==> config.mk <==
export PLATFORM = sky130hd
export DESIGN_NAME = tick_time_gen
export DESIGN_NICKNAME = d
export VERILOG_FILES = /design/src/rtl/tick_time_gen_pkg.sv /design/src/rtl/tick_time_gen_btn_debounce.sv /design/src/rtl/tick_time_gen.sv
export SDC_FILE = /design/constraint.sdc
export NUM_CORES = 1
export LEC_CHECK = 0
export ABC_AREA = 0
export BUFFER_PORTS_ARGS = -buffer_cell sky130_fd_sc_hd__buf_2
export CAP_MARGIN = 25
export CORE_AREA = 3 3 124 126
export CTS_CLUSTER_SIZE = 25
export DETAILED_ROUTE_END_ITERATION = 6
export DIE_AREA = 0 0 127 129
export GPL_TIMING_DRIVEN = 0
export SKIP_CTS_REPAIR_TIMING = 1
export SLEW_MARGIN = 40
export SYNTH_ARGS = -nofsm -noshare
export SYNTH_HDL_FRONTEND = slang
export SYNTH_HIERARCHICAL = 1
export SYNTH_SLANG_ARGS = --single-unit
==> constraint.sdc <==
create_clock -name clk -period 2.93 [get_ports clk]
set_input_delay 0.1465 -clock clk [delete_from_list [all_inputs] [get_ports clk]]
set_output_delay 0.1465 -clock clk [all_outputs]
set_load 0.01 [all_outputs]
==> src/rtl/tick_time_gen_pkg.sv <==
// Shared constants, debouncer state encoding and green-time saturation helper.
// Latency: n/a (package only).
// Backpressure: n/a; processor reads are strobe-qualified and never stall.
package tick_time_gen_pkg;

  // Green-phase length limits and the power-on value, in seconds.
  localparam logic [5:0] GT_MIN     = 6'd5;
  localparam logic [5:0] GT_MAX     = 6'd60;
  localparam logic [5:0] GT_DEFAULT = 6'd20;

  // Processor port map.
  localparam logic [7:0] PORT_CE = 8'd1;  // tick flag, read clears it
  localparam logic [7:0] PORT_GT = 8'd2;  // green-phase length

  // Button debouncer states.
  typedef enum logic [1:0] {
    IDLE      = 2'd0,  // released and stable
    PRESS_CHK = 2'd1,  // level went high, counting stable high samples
    HELD      = 2'd2,  // press accepted, waiting for release
    REL_CHK   = 2'd3   // level went low, counting stable low samples
  } db_state_t;

  // Next green time for one pair of press events. Opposing events in the
  // same cycle cancel; each direction saturates at its limit.
  function automatic logic [5:0] gt_next(input logic [5:0] gt,
                                         input logic       up,
                                         input logic       dn);
    logic [5:0] nxt;
    nxt = gt;
    if (up && !dn) begin
      if (gt < GT_MAX) nxt = gt + 6'd1;
    end else if (dn && !up) begin
      if (gt > GT_MIN) nxt = gt - 6'd1;
    end
    return nxt;
  endfunction

endpackage

==> src/rtl/tick_time_gen_btn_debounce.sv <==
// Purpose: 2-flop synchronizer plus press/release debounce FSM for one raw button.
// Latency: press pulse DEBOUNCE_CYC+2 edges after the first edge sampling btn=1.
// Backpressure: none; emits one registered single-cycle pulse per accepted press.
//
// Ports:
//   clk    system clock, rising edge
//   rst    asynchronous active-low reset
//   btn    raw asynchronous button level, high = pressed
//   press  one-cycle pulse when a press has been stable for DEBOUNCE_CYC samples
module btn_debounce
  import tick_time_gen_pkg::*;
#(
  parameter int DEBOUNCE_CYC = 1000000
) (
  input  logic clk,
  input  logic rst,
  input  logic btn,
  output logic press
);

  // Counter holds values 0..DEBOUNCE_CYC-1.
  localparam int CW = (DEBOUNCE_CYC > 1) ? $clog2(DEBOUNCE_CYC + 1) : 1;
  localparam logic [CW-1:0] CNT_LAST = CW'(DEBOUNCE_CYC - 1);
  // With a one-sample window the check states are skipped entirely.
  localparam bit SINGLE = (DEBOUNCE_CYC <= 1);

  logic [1:0]    sync;
  logic          lvl;
  db_state_t     state;
  logic [CW-1:0] cnt;

  // Two-stage synchronizer; sync[1] is the only copy the FSM looks at.
  always_ff @(posedge clk or negedge rst) begin
    if (!rst) begin
      sync <= 2'b00;
    end else begin
      sync <= {sync[0], btn};
    end
  end

  assign lvl = sync[1];

  // The sample that moves IDLE->PRESS_CHK (or HELD->REL_CHK) already counts
  // as the first stable sample, so the counter starts at 1 on entry. That is
  // what puts the press pulse DEBOUNCE_CYC+2 edges after the raw edge.
  always_ff @(posedge clk or negedge rst) begin
    if (!rst) begin
      state <= IDLE;
      cnt   <= '0;
      press <= 1'b0;
    end else begin
      press <= 1'b0;
      case (state)
        IDLE: begin
          if (lvl) begin
            if (SINGLE) begin
              state <= HELD;
              press <= 1'b1;
              cnt   <= '0;
            end else begin
              state <= PRESS_CHK;
              cnt   <= CW'(1);
            end
          end
        end

        PRESS_CHK: begin
          if (!lvl) begin
            state <= IDLE;
            cnt   <= '0;
          end else if (cnt >= CNT_LAST) begin
            state <= HELD;
            press <= 1'b1;
            cnt   <= '0;
          end else begin
            cnt <= cnt + CW'(1);
          end
        end

        // No counting while held: a long press never repeats.
        HELD: begin
          if (!lvl) begin
            if (SINGLE) begin
              state <= IDLE;
              cnt   <= '0;
            end else begin
              state <= REL_CHK;
              cnt   <= CW'(1);
            end
          end
        end

        // A high sample here is contact bounce on release; go back to HELD
        // so the same physical press cannot produce a second event.
        REL_CHK: begin
          if (lvl) begin
            state <= HELD;
            cnt   <= '0;
          end else if (cnt >= CNT_LAST) begin
            state <= IDLE;
            cnt   <= '0;
          end else begin
            cnt <= cnt + CW'(1);
          end
        end

        default: begin
          state <= IDLE;
          cnt   <= '0;
        end
      endcase
    end
  end

endmodule

==> src/rtl/tick_time_gen.sv <==
// Purpose: tick prescaler with sticky ce/overrun flags and button-adjusted green-phase time.
// Latency: ce one edge after the internal tick; greenLightTime DEBOUNCE_CYC+3 edges after a button edge.
// Backpressure: none; a port-1 read clears the flags, ticks arriving while ce is pending set tick_overrun.
//
// Ports:
//   clk             system clock, rising edge
//   rst             asynchronous active-low reset
//   port_id         processor port address
//   read_strobe     processor read qualifier, one cycle per read
//   btn_up/btn_down raw asynchronous buttons, high = pressed
//   ce              sticky tick flag (port 1)
//   greenLightTime  green phase length in seconds (port 2)
//   tick_overrun    sticky flag: a tick came while ce was still pending
module tick_time_gen
  import tick_time_gen_pkg::*;
#(
  parameter int TICK_DIV     = 100000000,
  parameter int DEBOUNCE_CYC = 1000000
) (
  input  logic       clk,
  input  logic       rst,
  input  logic [7:0] port_id,
  input  logic       read_strobe,
  input  logic       btn_up,
  input  logic       btn_down,
  output logic       ce,
  output logic [5:0] greenLightTime,
  output logic       tick_overrun
);

  localparam int PW = (TICK_DIV > 1) ? $clog2(TICK_DIV) : 1;
  localparam logic [PW-1:0] PRESC_LAST = PW'(TICK_DIV - 1);

  logic [PW-1:0] presc;
  logic          tick;
  logic          clr_rd;
  logic          up_evt;
  logic          dn_evt;

  // Prescaler: counts 0..TICK_DIV-1. The tick is internal only; nothing
  // outside sees it except through the registered ce flag.
  assign tick = (presc == PRESC_LAST);

  always_ff @(posedge clk or negedge rst) begin
    if (!rst) begin
      presc <= '0;
    end else if (tick) begin
      presc <= '0;
    end else begin
      presc <= presc + PW'(1);
    end
  end

  // Reading the ce port acknowledges the pending tick.
  assign clr_rd = read_strobe && (port_id == PORT_CE);

  // A tick always wins over a same-cycle acknowledge so a tick is never
  // lost. In that collision the acknowledge is void, so tick_overrun holds
  // its value: the read consumed the old tick, the new one is still pending.
  always_ff @(posedge clk or negedge rst) begin
    if (!rst) begin
      ce           <= 1'b0;
      tick_overrun <= 1'b0;
    end else if (tick) begin
      ce <= 1'b1;
      if (ce && !clr_rd) tick_overrun <= 1'b1;
    end else if (clr_rd) begin
      ce           <= 1'b0;
      tick_overrun <= 1'b0;
    end
  end

  btn_debounce #(
    .DEBOUNCE_CYC(DEBOUNCE_CYC)
  ) u_db_up (
    .clk  (clk),
    .rst  (rst),
    .btn  (btn_up),
    .press(up_evt)
  );

  btn_debounce #(
    .DEBOUNCE_CYC(DEBOUNCE_CYC)
  ) u_db_down (
    .clk  (clk),
    .rst  (rst),
    .btn  (btn_down),
    .press(dn_evt)
  );

  always_ff @(posedge clk or negedge rst) begin
    if (!rst) begin
      greenLightTime <= GT_DEFAULT;
    end else begin
      greenLightTime <= gt_next(greenLightTime, up_evt, dn_evt);
    end
  end

endmodule

### Word level (Yosys, flattened, before mapping)

Cells that the tools add are included.

| cells by class | value |
|---|---|
| add/subtract/negate cells | 5 |
| $mul | 0 |
| div/mod/pow operators | 0 |
| order comparisons | 4 |
| eq/ne operators | 18 |
| shift-type cells | 0 |
| muxes and demuxes | 41 |
| bitwise operators | 0 |
| reduce and logical (&&, ||, !) cells | 18 |

Operators with widths:

| operator | count |
|---|---|
| 20-bit two-way mux | 10 |
| 20-bit case mux with 4 select lines | 2 |
| 20-bit by 1-bit adder with 20-bit output, second input constant | 2 |
| 20-bit greater-or-equal comparator, second input constant | 2 |
| 27-bit by 1-bit adder with 27-bit output, second input constant | 1 |
| 27-bit == test, second input constant | 1 |
| 27-bit two-way mux | 1 |
| 2-bit two-way mux | 12 |
| 6-bit two-way mux | 4 |
| 2-bit case mux with 4 select lines | 2 |
| 1-bit two-way mux | 10 |
| 2-bit == test, second input constant | 4 |
| 8-bit by 1-bit == test with 1-bit output, second input constant | 1 |
| 2-bit by 1-bit != test with 1-bit output, second input constant | 4 |
| 4-bit AND reduction | 2 |
| 6-bit by 1-bit adder with 6-bit output, second input constant | 1 |
| 6-bit by 3-bit > comparator with 1-bit output, second input constant | 1 |
| 6-bit less-than comparator, second input constant | 1 |
| 3-bit by 1-bit != test with 1-bit output, second input constant | 2 |
| 3-bit != test, second input constant | 2 |
| 2-bit AND reduction | 3 |
| 2-bit nonzero test | 3 |
| 6-bit by 1-bit subtractor with 6-bit output, second input constant | 1 |
| 2-bit by 1-bit == test with 1-bit output, second input constant | 2 |
| other kinds (5) | 12 |

| word-level totals | value |
|---|---|
| register bits | 85 |
| latch bits | 0 |
| RAM bits | 0 |
| bits in read-only memories | 0 |
| input port bits | 13 |
| logic and storage cells | 98 |
| memories kept | 0 |

### Longest topological paths before layout

| depth | value |
|---|---|
| word-level depth | 6 |
| depth in mapped cells | 9 |
| gate-level depth less buffers | 9 |

### Hierarchy

Netlist, hierarchy kept.

By module, submodules not included:

| module | instances | cells an instance | area each (um^2) | seq. area each (um^2) |
|---|---|---|---|---|
| btn_debounce | 2 | 143 | 1400.1 | 625.6 |
| tick_time_gen | 1 | 188 | 1909.3 | 878.3 |

### Worst setup path before layout

Ideal clock, no wire load.

| timing | value |
|---|---|
| path kind | register -> register |
| start | register u_db_down.press |
| end | register greenLightTime[5] |
| data arrival time | 1901 ps |
| data required time | 2851 ps |
| path slack | 950 ps |
| cell stages (with the launch flop) | 10 |
| buffers on the path | 0 |
| cell sequence | dfrtp_1 -> inv_1 -> ha_1 -> inv_1 -> ha_1 -> a21oi_1 -> a21oi_1 -> or3_1 -> a21oi_1 -> xor2_1 |

| on the way | value |
|---|---|
| word-level cells in the longest chain between the ends | 4 |
| elaborated cells on any way between the ends | 8 |
| classes of those cells | 1 x eq/ne; 1 x mux; 6 x reduce/logical |

RTL lines:

| what | RTL line | RTL |
|---|---|---|
| start, declared | tick_time_gen_btn_debounce.sv:18 | `output logic press` |
| start signal, assigned | tick_time_gen_btn_debounce.sv:50 | `press <= 1'b0;` |
| start signal, assigned | tick_time_gen_btn_debounce.sv:52 | `press <= 1'b0;` |
| start signal, assigned | tick_time_gen_btn_debounce.sv:58 | `press <= 1'b1;` |
| 1-bit logical NOT | tick_time_gen_pkg.sv:30 | `if (up && !dn) begin` |
| 1-bit logical AND | tick_time_gen_pkg.sv:30 |  |
| 2-bit by 1-bit != test with 1-bit output (no line) or 2-bit nonzero test (tied branches) | - |  |
| 3-bit AND reduction (no line) | - |  |
| end signal, assigned | tick_time_gen.sv:95 | `greenLightTime <= gt_next(greenLightTime, up_evt, dn_evt);` |
| end, declared | tick_time_gen.sv:27 | `output logic [5:0] greenLightTime,` |

Several ways; a longest one is shown, not always the timed one.
A chain may end at the register's enable or synchronous reset.

### Worst setup path in the final report

Ends and elaborated chain as after synthesis.

==> flow_summary.yaml <==
yosys:
  synth-seq-cells: 85
  synth_edf_count: 0
  synthXorXnorAreaFrac_pct: 5.21
  syn-instance-count: 474
  ys_seq_area_share_pct: 45.2
  synth.most_common_cell: "dfrtp_1"
  yosys-top-cells-area: "dfrtp_1, nand3_1, xor2_1"
  synthArstFlopShare_pct: 100
  synth_top_flop_cell: "dfrtp_1"
  synth.cell_area_um2: 4710
  synth.distinct_cells: 61
  synth_commonest_cells: "dfrtp_1, nand3_1, nor2_1, nand2_1, a21oi_1"
  synthMuxAreaShare_pct: 0.903
  synth_compound_area_share_pct: 17.3
  yosysWarningCount: 6
  synthAdderAreaFrac_pct: 2.82
  synth.avg_cell_area_um2: 9.94
  syn_nets: 497
  synth_top_cell_by_area: "dfrtp_1"
  synth_top_family_by_area: "simple AND/OR/NAND/NOR gates"
  synth_simple_gate_area_share_pct: 24.2
  yosys.area.top_type_share_pct: 44.1
floorplanning:
  initial_core_util_pct: 32.7
  rows: 44
  ioPinCount: 21
  die_h_um: 129
  die-area_um2: 16400
  core_um2: 14400
  fp.dieW_um: 127
setup_path:
  slowest_stage: "dfrtp_1"
  max_stage_delay_ns: 0.35
  arrival_ns: 2.50
  cp.required_ns: 3.19
  path_cells: "inv_1 -> ha_1 -> inv_1 -> ha_1 -> a21oi_1 -> a21oi_1 -> or3_1 -> a21oi_1 -> xor2_1"
  reg2reg_depth: 9
  start_kind: "flip-flop"
  crit-reg2reg-launch: "u_db_down/press"
  rrSetupSlack_ns: 0.69
  path_max_fanout: 6
  crit_top_cell: "a21oi_1"
  cp-end-kind: "flip-flop"
  path_class: "reg2reg"
  r2r_end: "greenLightTime[5]"
timing:
  fin_worst_skew_ns: 0.00864
  rsz0062_at_grt: "no"
  relSlewSlack_pct: 54.9
  maxSlewViolCount: 0
  fin_crit_sh_pct: 76.3
  fin_hold_ws_ns: 0.196
  setup_tns_ns: 0
  worst_slack_ns: 0.693
  worst_pin_slew_ns: 0.671
  fmax_mhz: 447
  setup-violations-final: 0
  hold_viol: 0
  min_period_ns: 2.24
placed_design:
  post-place-ws_ns: 0.687
  dp.cells: 679
  io_buffers: 20
  finalWeightedCongestion: 0.823
  place_hpwl_um: 6860
cells_and_area:
  area_growth_syn_to_layout_pct: 14.8
  seqCellArea_um2: 2130
  final_nets: 532
  stdcell_count: 698
  diodes: 0
  multi_input_area_um2: 2370
  fillers: 1460
  drive_above_1_share_pct: 16.5
clock_tree:
  clock-sinks: 85
  clk_path_buf_depth: 2
  clk_pin_slew_ns: 0.06
  cts_tree: "yes"
  clockRootBuffer: "clkbuf_16"
  worstSkewPairLatency_ns: 0.35
  cts_max_level: 3
  cts_buffers: 9
pwr:
  power_leakage_nw: 2.32
  p_per_area_nw_per_um2: 484
  p_switching_mw: 0.637
  total_power_mw: 2.61
  switching_share_pct: 24.4
  intPower_mw: 1.98
  combPwrFrac_pct: 7.2
  pwr-share-seq_pct: 48.2
  ir_worst_vdd_v: 0.000314
  p_clk_share_pct: 44.6
grt:
  grt_max_degree: 52
  antenna_found_initial: 0
  grt_pass1_vias: 3671
  grt_usage_pct: 12.9
  grt_pass1_wl_um: 17300
  grt-ovfl-total: 0
drt:
  ant_nets: 0
  vias: 3719
  finalWirelength_um: 9780
  drt_iter0_drc: 229
  drcViolationCount: 0
  wl_per_cell_um: 14.0
  vias_per_cell: 5.33
  firstDrtPassIters: 4
hold_path:
  min_path_cells: 3
  min_to: "ce"
  hold_start: "port_id[6]"
  hold_class: "in2reg"
flow_run:
  maxCapViolCount: 0
run_status:
  status: "finished, final reports clean"
## stage by stage
stage,util [%],cell area [µm²]
after floorplan,-,4710
after global placement,34.9,5040
after detailed placement,35.2,5070
after CTS,37.3,5380
after global routing,37.5,5410
final,37.5,5410
## flip-flops by register name (all words and copies together), names as in the netlist, 2 cells and up, named ones only
register / flops
u_db_down/cnt: 20
greenLightTime: 6
u_db_down/sync: 2
u_db_up/sync: 2
presc: 27
u_db_up/cnt: 20
## how the worst max path moves through the flow
stage,start,to,slack [ns],cells after the start
finish,u_db_down/press,greenLightTime[5],0.69,9
global route,u_db_down/press,greenLightTime[5],0.44,9
CTS,u_db_down/press,greenLightTime[5],0.67,9
detailed placement,u_db_down/press,greenLightTime[5],0.69,9
global placement,u_db_down/press,greenLightTime[5],0.79,9
floorplan,u_db_down/press,greenLightTime[5],0.95,9
## kinds of logic after synthesis
| family | Yosys count |
|---|---|
| buf+inv | 36 |
| flops | 85 |
| compound gates | 117 |
| simple gates | 194 |
| fa+ha+maj | 10 |
| mux | 4 |
| xor+xnor | 28 |
## final cells by class
type                       instances  share of cell area, %
multi-input combinational        353                   43.9
clock inverter                     5                   1.09
tap                              184                   4.26
clock buffer                      11                   4.49
sequential                        85                   39.4
buffer                            20                   2.73
timing repair buffer              24                   3.03
inverter                          16                   1.11
## layer usage
layer,vias to the layer above,global-route usage (%),share of wire [%]
li1,1814,-,-
met1,1818,16.6,48
met2,72,20.9,46
met3,15,4.11,3.9
met4,0,3.79,1.4
met5,-,0,0
## power groups by stage
stage	combinational [mW]	sequential (mW)	clock, mW
after floorplan	0.121	1.27	0
after global placement	0.176	1.28	0
after detailed placement	0.188	1.28	0
after CTS	0.188	1.26	1.20
after global routing	0.214	1.27	1.25
final	0.188	1.26	1.17
## critical path: cells and delay by family, from the launching register on
kind	cells	cell delay, ns
AOI/OAI and AO/OA	3	0.50
xor gates and xnor gates	1	0.18
adders and majority gates	2	0.60
buffers and inverters	2	0.20
DFF	1	0.35
and+or+nand+nor	1	0.34
## placed cells by master, fill, tap and decap left out, drive strengths merged, types with 4 or more instances in the layout
| master | count |
|---|---|
| a21o | 5 |
| a21oi | 28 |
| a22o | 4 |
| a31o | 4 |
| a31oi | 22 |
| a41oi | 10 |
| and2 | 6 |
| and3 | 10 |
| buf | 32 |
| clkbuf | 20 |
| dfrtp | 83 |
| ha | 9 |
| inv | 17 |
| nand2 | 34 |
| nand2b | 12 |
| nand3 | 37 |
| nand4 | 15 |
| nor2 | 37 |
| nor3 | 13 |
| nor4 | 8 |
| o211ai | 4 |
| o21ai | 24 |
| or3 | 9 |
| xnor2 | 10 |
| xor2 | 18 |
No activity file was read; power rests on OpenSTA's default activity.
